===== src/rtl/min_max_result_collector.sv =====
`default_nettype none
// ============================================================================
//  Module   : min_max_result_collector
//  Purpose  : Handshakes results from an upstream min/max finder, reports the
//             per-result range and accumulates global max/min, a saturating
//             accepted-result count and a sticky error flag.
//  Revision : 1.0 - initial release
// ============================================================================
module min_max_result_collector #(
    parameter int W     = 3,
    parameter int CNT_W = 4
) (
    input  logic             clk,
    input  logic             reset,
    input  logic             done_in,
    input  logic [W-1:0]     max_in,
    input  logic [W-1:0]     min_in,
    input  logic             clr,
    output logic             ack,
    output logic             valid_out,
    output logic [W-1:0]     range_out,
    output logic [W-1:0]     global_max,
    output logic [W-1:0]     global_min,
    output logic [CNT_W-1:0] count,
    output logic             err
);

    typedef enum logic [1:0] {
        S_IDLE    = 2'd0,
        S_CAPTURE = 2'd1,
        S_ACK     = 2'd2
    } state_t;

    localparam logic [CNT_W-1:0] CNT_MAX = '1;
    localparam logic [CNT_W-1:0] CNT_ONE = {{(CNT_W-1){1'b0}}, 1'b1};

    state_t           state_q, state_d;
    logic             ack_q, ack_d;
    logic             valid_q, valid_d;
    logic             load_hold;
    logic             do_capture;

    logic [W-1:0]     hold_max_q, hold_max_d;
    logic [W-1:0]     hold_min_q, hold_min_d;
    logic [W-1:0]     range_q, range_d;
    logic [W-1:0]     gmax_q, gmax_d;
    logic [W-1:0]     gmin_q, gmin_d;
    logic [CNT_W-1:0] count_q, count_d;
    logic             err_q, err_d;
    logic             first_q, first_d;
    logic             accepted;

    // Handshake FSM state and its registered outputs.
    always_ff @(posedge clk) begin
        if (reset) begin
            state_q <= S_IDLE;
            ack_q   <= 1'b0;
            valid_q <= 1'b0;
        end else begin
            state_q <= state_d;
            ack_q   <= ack_d;
            valid_q <= valid_d;
        end
    end

    // Next-state decode: capture on done, update stats once, then hold ack
    // until upstream drops done.
    always_comb begin
        state_d    = state_q;
        ack_d      = 1'b0;
        valid_d    = 1'b0;
        load_hold  = 1'b0;
        do_capture = 1'b0;
        case (state_q)
            S_IDLE: begin
                if (done_in) begin
                    load_hold = 1'b1;
                    state_d   = S_CAPTURE;
                end
            end
            S_CAPTURE: begin
                valid_d    = 1'b1;
                do_capture = 1'b1;
                state_d    = S_ACK;
            end
            S_ACK: begin
                if (done_in) begin
                    ack_d = 1'b1;
                end else begin
                    state_d = S_IDLE;
                end
            end
            default: state_d = S_IDLE;
        endcase
    end

    // A held result with max below min is malformed and only flags err.
    assign accepted = (hold_max_q >= hold_min_q);

    // Holding registers and statistics update; clr outranks a coinciding
    // capture so that result never enters the statistics.
    always_comb begin
        hold_max_d = hold_max_q;
        hold_min_d = hold_min_q;
        range_d    = range_q;
        gmax_d     = gmax_q;
        gmin_d     = gmin_q;
        count_d    = count_q;
        err_d      = err_q;
        first_d    = first_q;

        if (load_hold) begin
            hold_max_d = max_in;
            hold_min_d = min_in;
        end

        if (do_capture) begin
            range_d = accepted ? (hold_max_q - hold_min_q) : '0;
        end

        if (clr) begin
            gmax_d  = '0;
            gmin_d  = '0;
            count_d = '0;
            err_d   = 1'b0;
            first_d = 1'b1;
        end else if (do_capture) begin
            if (accepted) begin
                if (first_q) begin
                    gmax_d = hold_max_q;
                    gmin_d = hold_min_q;
                end else begin
                    gmax_d = (hold_max_q > gmax_q) ? hold_max_q : gmax_q;
                    gmin_d = (hold_min_q < gmin_q) ? hold_min_q : gmin_q;
                end
                first_d = 1'b0;
                if (count_q != CNT_MAX) begin
                    count_d = count_q + CNT_ONE;
                end
            end else begin
                err_d = 1'b1;
            end
        end
    end

    // Datapath registers.
    always_ff @(posedge clk) begin
        if (reset) begin
            hold_max_q <= '0;
            hold_min_q <= '0;
            range_q    <= '0;
            gmax_q     <= '0;
            gmin_q     <= '0;
            count_q    <= '0;
            err_q      <= 1'b0;
            first_q    <= 1'b1;
        end else begin
            hold_max_q <= hold_max_d;
            hold_min_q <= hold_min_d;
            range_q    <= range_d;
            gmax_q     <= gmax_d;
            gmin_q     <= gmin_d;
            count_q    <= count_d;
            err_q      <= err_d;
            first_q    <= first_d;
        end
    end

    assign ack        = ack_q;
    assign valid_out  = valid_q;
    assign range_out  = range_q;
    assign global_max = gmax_q;
    assign global_min = gmin_q;
    assign count      = count_q;
    assign err        = err_q;

endmodule
`default_nettype wire


===== config.mk =====
export PLATFORM = sky130hd
export DESIGN_NAME = min_max_result_collector
export DESIGN_NICKNAME = d
export VERILOG_FILES = /design/src/rtl/min_max_result_collector.sv
export SDC_FILE = /design/constraint.sdc
export NUM_CORES = 1
export LEC_CHECK = 0
export CORE_ASPECT_RATIO = 1.1
export CORE_UTILIZATION = 55
export CTS_BUF_LIST = sky130_fd_sc_hd__clkbuf_8
export CTS_CLUSTER_SIZE = 25
export DETAILED_ROUTE_END_ITERATION = 8
export DONT_BUFFER_PORTS = 1
export HOLD_SLACK_MARGIN = 0.12
export PLACE_DENSITY = 0.7
export SYNTH_ARGS = -nofsm -noshare
export SYNTH_HDL_FRONTEND = slang
export SYNTH_SLANG_ARGS = --single-unit

===== constraint.sdc =====
create_clock -name clk -period 2.2 [get_ports clk]
set_input_delay 0.44 -clock clk [delete_from_list [all_inputs] [get_ports clk]]
set_output_delay 0.44 -clock clk [all_outputs]
set_load 0.02 [all_outputs]

# Yosys cells after proc, flatten, opt, wreduce, memory -nomap -nowiden
# Cells that the tools add are included.
# word_totals
reg_bits,25
in_bits,10
wordCells,45
# classes
magnitude_cmp,3
eq_ne,5
reduce_logical,11
n_bitwise,2
mux,11
addsub,2
# ops
op,n
3-bit 2-to-1 mux,5
3-bit AND reduction,3
2-bit one-hot mux with 3 select lines,1
2-bit AND reduction,3
4-bit by 1-bit adder with 4-bit output (second input constant),1
2-bit 2-to-1 mux,2
2-bit inequality test (second input constant),2
4-bit inequality test (second input constant),1
2-bit nonzero test,2
2-bit OR reduction,2
3-bit >= comparator,1
3-bit greater-than comparator,1
3-bit < comparator,1
1-bit 2-to-1 mux,3
3-bit subtractor,1
2-bit by 1-bit equality test with 1-bit output (second input constant),1
2-bit equality test (second input constant),1
2-bit zero test,1
1-bit NOT,2

# Longest topological paths before layout
# Gate-level depths: netlist of run 1.
# depth
ltp_word,3
mapped_depth,7
ltp_nobuf,6

# Worst setup path after synthesis of run 1
# OpenSTA, ideal clock, no wires.
# synth_timing
kind,register to register
from,register hold_min_q[2]
to,register count_q[3] (netlist: count[3])
stages_incl_launch_ff,8
path_buffers,1
t_arrival_ps,1684
setup_slack_ps,446
period_less_slack_ps,1754
cell_sequence,dfxtp_1 > inv_1 > ha_1 > nand2_1 > o21a_1 > buf_6 > or4_1 > a21oi_1
# synth_between
elab_chain_cells,2
# synth_rtl
element,line_no,rtl
start: declaration,44,"logic [W-1:0] hold_min_q, hold_min_d;"
start signal: assignment,159,hold_min_q <= hold_min_d;
3-bit >= comparator,98,assign accepted = (hold_max_q >= hold_min_q);
3-bit AND reduction (no source line),--,
end signal: assignment,163,count_q <= count_d;
end: declaration,48,"logic [CNT_W-1:0] count_q, count_d;"
# No other way between the ends.
# A chain may end at the register's enable or synchronous reset.

# Worst setup path after layout of run 1
# layout_timing
from,register hold_min_q[1]
to,register gmax_q[1] (netlist: global_max[1])
# layout_between
elab_chain_cells,2
# layout_rtl
element,line_no,rtl
3-bit >= comparator,98,
3-bit AND reduction (no source line),--,
end signal: assignment,161,gmax_q <= gmax_d;
end: declaration,46,"logic [W-1:0] gmax_q, gmax_d;"
# No other way between the ends.

==> results of run 1 <==
[where the power goes]
part,internal [uW],total (uW),switching [uW]
clock,125,262,137
sequential,468,488,20.1
combinational,51.3,123,71.9
total,644,873,229
[flip-flops by register name, summed over array words and instances (netlist names)]
| name | cells |
|---|---|
| ack | 1 |
| count | 4 |
| err | 1 |
| first_q | 1 |
| global_max | 3 |
| global_min | 3 |
| hold_max_q | 3 |
| hold_min_q | 3 |
| range_out | 3 |
| state_q | 2 |
| valid_out | 1 |
[cell usage after synthesis (all sizes together)]
library cell	number
dfxtp	25
or3	3
mux2i	8
a211oi	1
and4bb	1
o31ai	1
nand3	4
nand4	1
xnor2	1
nand2	18
nor3	2
nand2b	2
or4	1
fa	1
nor4	1
or2	3
nor2	14
ha	9
nor2b	3
clkbuf	4
o21a	1
o21ai	4
nor3b	1
a2111oi	1
nand3b	1
buf	1
inv	9
a21oi	13
o311ai	1
a31oi	1
[area by class of cell]
| class | count | area share (%) |
|---|---|---|
| Tap cell | 28 | 2.75 |
| Multi-Input combinational cell | 97 | 50.0 |
| Clock buffer | 3 | 3.24 |
| Sequential cell | 25 | 39.3 |
| Timing Repair Buffer | 3 | 1.77 |
| Clock inverter | 1 | 0.295 |
| Inverter | 9 | 2.65 |
[cell families after synthesis]
kind of cell / synth area share, %
flops: 41.8
buf+inv: 5.02
mux: 6.69
fa+ha+maj: 11.1
xor+xnor: 0.732
compound gates: 11.6
simple gates: 23.1
[layer usage]
| metal | track usage [%] | vias up | wire, microns |
|---|---|---|---|
| met5 | 0 | - | 0 |
| met4 | 11.8 | 0 | 32 |
| met3 | 3.89 | 4 | 119 |
| met2 | 35.4 | 34 | 1120 |
| met1 | 27.7 | 424 | 1040 |
| li1 | - | 466 | - |
[metrics by stage]
step | std cells | cell area [sq um]
final | 166 | 1270
after CTS | 166 | 1270
after global placement | 162 | 1230
after detailed placement | 162 | 1230
after floorplan | 136 | 1200
after global routing | 166 | 1270
[worst max-delay path, delay by kind of cell, from the launching register on]
kind / cells / cell delay [ns]
AO/OA/AOI/OAI: 1 / 0.28
adder cells (fa/ha/maj): 1 / 0.29
buffers and inverters: 1 / 0.09
flip-flops: 1 / 0.40
multiplexers: 1 / 0.24
AND/OR/NAND/NOR: 2 / 0.63
[worst min-delay path by stage]
| stage | from | end | cells after the start |
|---|---|---|---|
| floorplan | hold_max_q[0] | global_max[0] | 2 |
| global placement | hold_max_q[0] | global_max[0] | 2 |
| detailed placement | hold_max_q[0] | global_max[0] | 2 |
| CTS | reset | range_out[2] | 1 |
| global route | reset | range_out[1] | 1 |
| finish | reset | hold_max_q[2] | 1 |
==> impl_metrics.tcl, run 1 <==
set metrics [dict create \
    worstMarginPinSlew_ns 0.566 \
    synth_top_cell_area_share_pct 41.8 \
    slew_headroom_pct 61.3 \
    tritoncts "built" \
    route.detailed.drc 0 \
    vias 928 \
    gp_congestion 0.838 \
    wl_per_cell_microns 13.9 \
    crit_fanout 11 \
    whs_ns 0.235 \
    yosys.area.top_type "dfxtp_1" \
    reg2reg_depth 6 \
    num_rows 17 \
    ctsLongestPathBuffers 2 \
    hold_violations 0 \
    final-setup-viol-count 0 \
    worst_path_max_delay_cell "nor4_2" \
    dieHeight_microns 50.9 \
    worstSetupEndpoint "global_max[1]" \
    syn_inst 136 \
    cp-end-kind "flop" \
    max-vdd-ir-drop_mv 0.319 \
    fin_util_pct 63.0 \
    r2r-start "hold_min_q[1]" \
    synth_area_leaders "dfxtp_1 (42%), ha_1 (9.4%), mux2i_1 (6.7%)" \
    dp_hpwl_microns 1740 \
    grt_setup_unrepaired "false" \
    status "finished clean" \
    cts-root-buf "clkbuf_8" \
    power_leakage_uw 0.000477 \
    fillers 199 \
    die_width_microns 46.5 \
    coreArea_sq_mm 0.00202 \
    antenna_found_initial 0 \
    r2r_end "global_max[1]" \
    hold_class "primary input to flop" \
    worst_ep_required_time_ns 2.40 \
    ys_seq_elements 25 \
    dpl_worst_slack_ns 0.246 \
    dr.pass1.iters 5 \
    cts_setup_buffers 0 \
    clk_latency_ns 0.26 \
    startpoint "hold_min_q[1]" \
    io_pins 26 \
    cts.sinks 25 \
    hold_buffers 0 \
    path_cells "inv_1 -> ha_1 -> nand2_1 -> o21a_1 -> nor4_2 -> mux2i_1" \
    dr.first_iter.drc_count 21 \
    crit_arrival_ns 2.19 \
    drtAntennaViolNets 0 \
    start_util_pct 59.3 \
    htreeDepth 1 \
    grt_pass1_vias 883 \
    cts_buffers 3 \
    ys_warn_count 0 \
    syn_avg_cell_area_sq_um 8.80 \
    drt-total-wl_microns 2300 \
    grt_max_degree 15 \
    nets 159 \
    synthToLayoutAreaGrowth_pct 6.37 \
    total_power_uw 873 \
    finalClockSkew_ns 0.00368 \
    max-cap-violations 0 \
    port_buffers 0 \
    finalCritPeriodShare_pct 90.4 \
    final_cell_mix "dfxtp_1 (25), nand2_1 (18), nor2_1 (14)" \
    seqCellArea_sq_um 500 \
    track_usage_pct 22.3 \
    drive_above_1_share_pct 10.9 \
    layout_min_cycle_time_ns 1.99 \
    grt_remaining_overflow 0 \
    crit_path_start_kind "flop" \
    setup_ws_ns 0.212 \
    power_density_mw_per_mm2 685 \
    report.final.slew_viol_count 0 \
    dieArea_sq_mm 0.00237 \
    tns_ns 0 \
    multi_input_area_sq_um 637 \
    synth_nets 156 \
    slowest_delay_ns 0.57 \
    netlist-cell-type-count 30 \
    fmax_ghz 0.503 \
    ys_seq_area_share_pct 41.8 \
    vias_per_cell 5.59 \
    diodes 0 \
    worstSetupPathType "flop to flop" \
    r2r_setup_slack_ns 0.21 \
    synth_area_sq_mm 0.00120 \
    cts-resized-gates 0 \
    grt_pass1_wl_microns 3770 \
    cts.clk_slew.worst_paths_ns 0.08 \
    layout_commonest_cell "dfxtp_1" \
]
No activity file was read; power rests on OpenSTA's default activity.
==> run 2, diff against run 1 <==
==> constraint.sdc (replaced) <==
create_clock -name clk -period 2.5 [get_ports clk]
set_input_delay 0.5 -clock clk [delete_from_list [all_inputs] [get_ports clk]]
set_output_delay 0.5 -clock clk [all_outputs]
set_load 0.02 [all_outputs]
==> run 2 against run 1 <==
Compared with the run above: sequential power down 12%; critical path depth unchanged; register-to-register slack better by 0.36 ns; highest routed layer unchanged; combinational power down 19%; clock skew up 0.00090 ns; worst setup slack better by 0.36 ns; cell count down 1.2%; die area unchanged; global-route usage down 2.7 points; flip-flop and latch count unchanged; first-iteration DRC count down 62%.
==> impl_metrics.tcl, run 2 (same netlist as run 1, synthesis figures left out) <==
set metrics [dict create \
    slew_headroom_pct 47.1 \
    worst_ep_required_time_ns 2.70 \
    dr.pass1.iters 4 \
    wl_per_cell_microns 12.5 \
    cp-end-kind "flop" \
    worst_path_max_delay_cell "nor4_2" \
    gp_congestion 0.832 \
    diodes 0 \
    final_area_sq_mm 0.00126 \
    crit_family "simple AND/OR/NAND/NOR gates" \
    cts.sinks 25 \
    crit_fanout 11 \
    dieArea_sq_mm 0.00237 \
    crit_path_start_kind "flop" \
    finalCritPeriodShare_pct 77.3 \
    fmax_ghz 0.518 \
    worstMarginPinSlew_ns 0.790 \
    grt_remaining_overflow 0 \
    crit_arrival_ns 2.13 \
    largest_reg_flops 4 \
    hold_buffers 0 \
    nets 157 \
    status "finished clean" \
    grt_max_degree 15 \
    dieHeight_microns 50.9 \
    track_usage_pct 19.6 \
    drive_above_1_share_pct 9.56 \
    layout_commonest_cell "dfxtp_1" \
    power_leakage_uw 0.000467 \
    power_density_mw_per_mm2 604 \
    dp_hpwl_microns 1570 \
    tns_ns 0 \
    final_cell_mix "dfxtp_1 (25), nand2_1 (18), nor2_1 (14)" \
    finalClockSkew_ns 0.00458 \
    grt_pass1_vias 838 \
    num_rows 17 \
    cts-root-buf "clkbuf_8" \
    path_cells "inv_1 -> ha_1 -> nand2_1 -> o21a_1 -> nor4_2 -> mux2i_1" \
    antenna_found_initial 0 \
    clk_latency_ns 0.26 \
    layout_min_cycle_time_ns 1.93 \
    dpl_worst_slack_ns 0.572 \
    dr.first_iter.drc_count 8 \
    max-vdd-ir-drop_mv 0.281 \
    grt_setup_unrepaired "false" \
    cts.clk_slew.worst_paths_ns 0.09 \
    final-setup-viol-count 0 \
    setup_ws_ns 0.568 \
    synthToLayoutAreaGrowth_pct 5.12 \
    vias_per_cell 5.48 \
    port_buffers 0 \
    drtAntennaViolNets 0 \
    drt-total-wl_microns 2050 \
    ctsLongestPathBuffers 2 \
    cts_buffers 3 \
    tritoncts "built" \
    worstSetupPathType "flop to flop" \
    cts_setup_buffers 0 \
    report.final.slew_viol_count 0 \
    max-cap-violations 0 \
    place_area_sq_mm 0.00121 \
    critPathBufInv 1 \
    cts-resized-gates 0 \
    hold_violations 0 \
    grt_pass1_wl_microns 3370 \
    start_util_pct 59.3 \
    route.detailed.drc 0 \
    slowest_delay_ns 0.52 \
    io_pins 26 \
    vias 899 \
    coreArea_sq_mm 0.00202 \
    hold_class "primary input to flop" \
    htreeDepth 1 \
    die_width_microns 46.5 \
]
## run 2: area by class of cell
| type | count | area [sq um] |
|---|---|---|
| sequential | 25 | 500 |
| timing repair buffer | 1 | 7.51 |
| fill | 196 | 762 |
| clock buffer | 3 | 41.3 |
| multi-input combinational | 97 | 637 |
| tap | 28 | 35.0 |
| inverter | 9 | 33.8 |
| clock inverter | 1 | 3.75 |
## run 2: per-stage QoR
stage               hold WS, ns  utilization (%)  total power (uW)  std cells
detailed placement        0.465             60.1               540        160
CTS                       0.287             62.3               770        164
global route              0.284             62.3               796        164
floorplan                 0.438                -               529        136
finish                    0.291             62.3               760        164
global placement          0.451             60.1               538        160
## run 2: power breakdown
group / internal, uW / switching (uW)
logic: 41.8 / 58.1
registers: 412 / 17.6
clock network: 110 / 121
total: 563 / 197
## run 2: path summary, 6_finish.rpt
check,depth (start not counted),slack [ns],end,start
hold reg to reg,2,0.47,global_max[0],hold_max_q[0]
setup / recovery,6,0.57,global_max[0],hold_min_q[2]
hold / removal,1,0.29,range_out[0],reset
setup reg to reg,6,0.57,global_max[0],hold_min_q[2]
## run 2: layer usage
layer	GRT usage, %	part of all wire [%]
met1	25.6	47
met2	30.8	48
met4	7.35	0.44
met3	4.24	4.4
met5	0	0
==> run 3, diff against run 2 <==
--- a/config.mk
+++ b/config.mk
@@ -5,6 +5,7 @@
 export SDC_FILE = /design/constraint.sdc
 export NUM_CORES = 1
 export LEC_CHECK = 0
+export ABC_AREA = 1
 export CORE_ASPECT_RATIO = 1.1
 export CORE_UTILIZATION = 55
 export CTS_BUF_LIST = sky130_fd_sc_hd__clkbuf_8
==> constraint.sdc (replaced) <==
create_clock -name clk -period 1.84 [get_ports clk]
set_input_delay 0.368 -clock clk [delete_from_list [all_inputs] [get_ports clk]]
set_output_delay 0.368 -clock clk [all_outputs]
set_load 0.02 [all_outputs]
==> run 3 against run 2 <==
Compared with the run above: combinational power increased by 72%; clock skew increased by 0.0088 ns; register-to-register slack got worse by 0.43 ns; largest cell class unchanged; largest power group unchanged.
==> impl_metrics.tcl, run 3 <==
set metrics [dict create \
    nets 177 \
    yosys.area_share.simple_pct 22.2 \
    netlist-cell-type-count 20 \
    layout_commonest_cell "nand2_1" \
    htreeDepth 1 \
    wl_per_cell_microns 12.3 \
    power_leakage_uw 0.000544 \
    vias 960 \
    crit_arrival_ns 1.90 \
    dr.pass1.iters 4 \
    synth-compound-area-share_pct 12.3 \
    tns_ns 0 \
    max-cap-violations 0 \
    hold_buffers 0 \
    start_util_pct 57.9 \
    antenna_found_initial 0 \
    cts_buffers 3 \
    dr.first_iter.drc_count 15 \
    grt_max_degree 16 \
    drt-total-wl_microns 2270 \
    synthToLayoutAreaGrowth_pct 9.51 \
    coreArea_sq_mm 0.00200 \
    hold_class "primary input to flop" \
    finalCritPeriodShare_pct 92.4 \
    status "finished clean" \
    max-vdd-ir-drop_mv 0.551 \
    synth_nets 171 \
    dieArea_sq_mm 0.00229 \
    crit_fanout 11 \
    drive_above_1_share_pct 8.97 \
    gp_congestion 0.811 \
    report.final.slew_viol_count 0 \
    worstSetupPathType "flop to flop" \
    power_density_mw_per_mm2 870 \
    drtAntennaViolNets 0 \
    synth_top_family_by_area "simple AND/OR/NAND/NOR gates" \
    grt_remaining_overflow 0 \
    dp_hpwl_microns 1720 \
    worst_ep_required_time_ns 2.04 \
    cts.clk_slew.worst_paths_ns 0.10 \
    grt_pass1_vias 865 \
    syn_inst 151 \
    fillers 187 \
    final-setup-viol-count 0 \
    synth_top_cell_area_share_pct 43.2 \
    synthMuxAreaShare_pct 0 \
    yosys.area.top_type "dfxtp_1" \
    ys_seq_area_share_pct 43.2 \
    grt_setup_unrepaired "false" \
    synth_adder_area_share_pct 11.5 \
    synth_edf_count 0 \
    synth-xor-area-share_pct 1.51 \
    multi_input_area_sq_um 564 \
    worstMarginPinSlew_ns 0.527 \
    crit_path_start_kind "flop" \
    cp-end-kind "flop" \
    ctsLongestPathBuffers 2 \
    num_rows 17 \
    port_buffers 0 \
    synth_area_leaders "dfxtp_1 (43%), ha_1 (9.7%), nand2_1 (9.4%)" \
    cts.sinks 25 \
    layout_min_cycle_time_ns 1.70 \
    dpl_worst_slack_ns 0.0976 \
    synth_common_cells "nand2_1 (29), dfxtp_1 (25), inv_1 (22)" \
    track_usage_pct 21.9 \
    ys_warn_count 0 \
    largest_reg_flops 4 \
    fmax_ghz 0.588 \
    seqCellArea_sq_um 500 \
    finalClockSkew_ns 0.0133 \
    cts-root-buf "clkbuf_8" \
    route.detailed.drc 0 \
    tritoncts "built" \
    yosys.cell_count.top_type "nand2_1" \
    synth_ff_type "dfxtp_1" \
    dieHeight_microns 50.1 \
    diodes 0 \
    slew_headroom_pct 64.7 \
    synthArstFlopShare_pct 0 \
    clk_latency_ns 0.27 \
    final_cell_mix "nand2_1 (28), dfxtp_1 (25), inv_1 (22)" \
    hold_violations 0 \
    grt_pass1_wl_microns 3660 \
    synth_area_sq_mm 0.00116 \
    setup_ws_ns 0.141 \
    die_width_microns 45.7 \
    vias_per_cell 5.22 \
    ys_seq_elements 25 \
    io_pins 26 \
    syn_avg_cell_area_sq_um 7.66 \
]
## run 3: layer usage
| layer | up-vias | track usage (%) | routed length [microns] |
|---|---|---|---|
| li1 | 490 | - | - |
| met1 | 437 | 29.3 | 1080 |
| met2 | 29 | 35.0 | 1060 |
| met3 | 4 | 3.30 | 94 |
| met4 | 0 | 7.35 | 27 |
| met5 | - | 0 | 0 |
## run 3: timing repair
item                                    4_1_cts  5_1_grt
endpoints found under the setup margin        0        4
setup buffers                                 0        0
gates resized for setup                       0        3
## run 3: cell families (layout without fill, tap and decap cells)
kind of cell	Yosys count	count (layout)
AOI/OAI and AO/OA	28	28
xor gates and xnor gates	2	2
adders and majority gates	10	10
buffers and inverters	26	31
DFF	25	25
and+or+nand+nor	60	60
## run 3: power by group
group | internal [uW] | total [uW] | leakage [uW] | switching (uW)
clock | 153 | 334 | 0.0000217 | 181
sequential | 566 | 597 | 0.000204 | 31.3
combinational | 65.4 | 172 | 0.000319 | 107
total | 784 | 1100 | 0.000544 | 319
## run 3: path summary, 6_finish.rpt
kind | slack (ns) | cells past startpoint | to | startpoint
max | 0.14 | 12 | global_max[2] | hold_min_q[1]
min | 0.15 | 1 | range_out[2] | reset
max reg2reg | 0.14 | 12 | global_max[2] | hold_min_q[1]
min reg2reg | 0.46 | 1 | ack | state_q[0]
## run 3: worst max-delay path, cell delays in order (launching register included)
cell	delay, ns
dfxtp_1	0.43
inv_1	0.08
ha_1	0.27
nand2_1	0.05
inv_1	0.05
nand2_1	0.07
nand2_2	0.09
nand2_1	0.10
inv_4	0.14
nand2_2	0.11
nand2_1	0.07
nand2_1	0.05
nor2_1	0.11
## run 3: stage by stage
step	cell area, sq um	instances	power [uW]	hold slack, ns	util [%]
after floorplan	1160	151	738	0.429	-
after global placement	1200	180	759	0.439	60.1
after detailed placement	1200	180	769	0.440	60.1
after CTS	1250	184	1090	0.148	62.5
after global routing	1270	184	1170	0.135	63.4
final	1270	184	1100	0.146	63.4
## run 3: cell type report
type                       instances  area share (%)
tap                               28            2.76
clock inverter                     1           0.592
sequential                        25            39.5
clock buffer                       3            3.26
timing repair buffer               4            2.37
multi-input combinational        100            44.5
inverter                          23            7.01
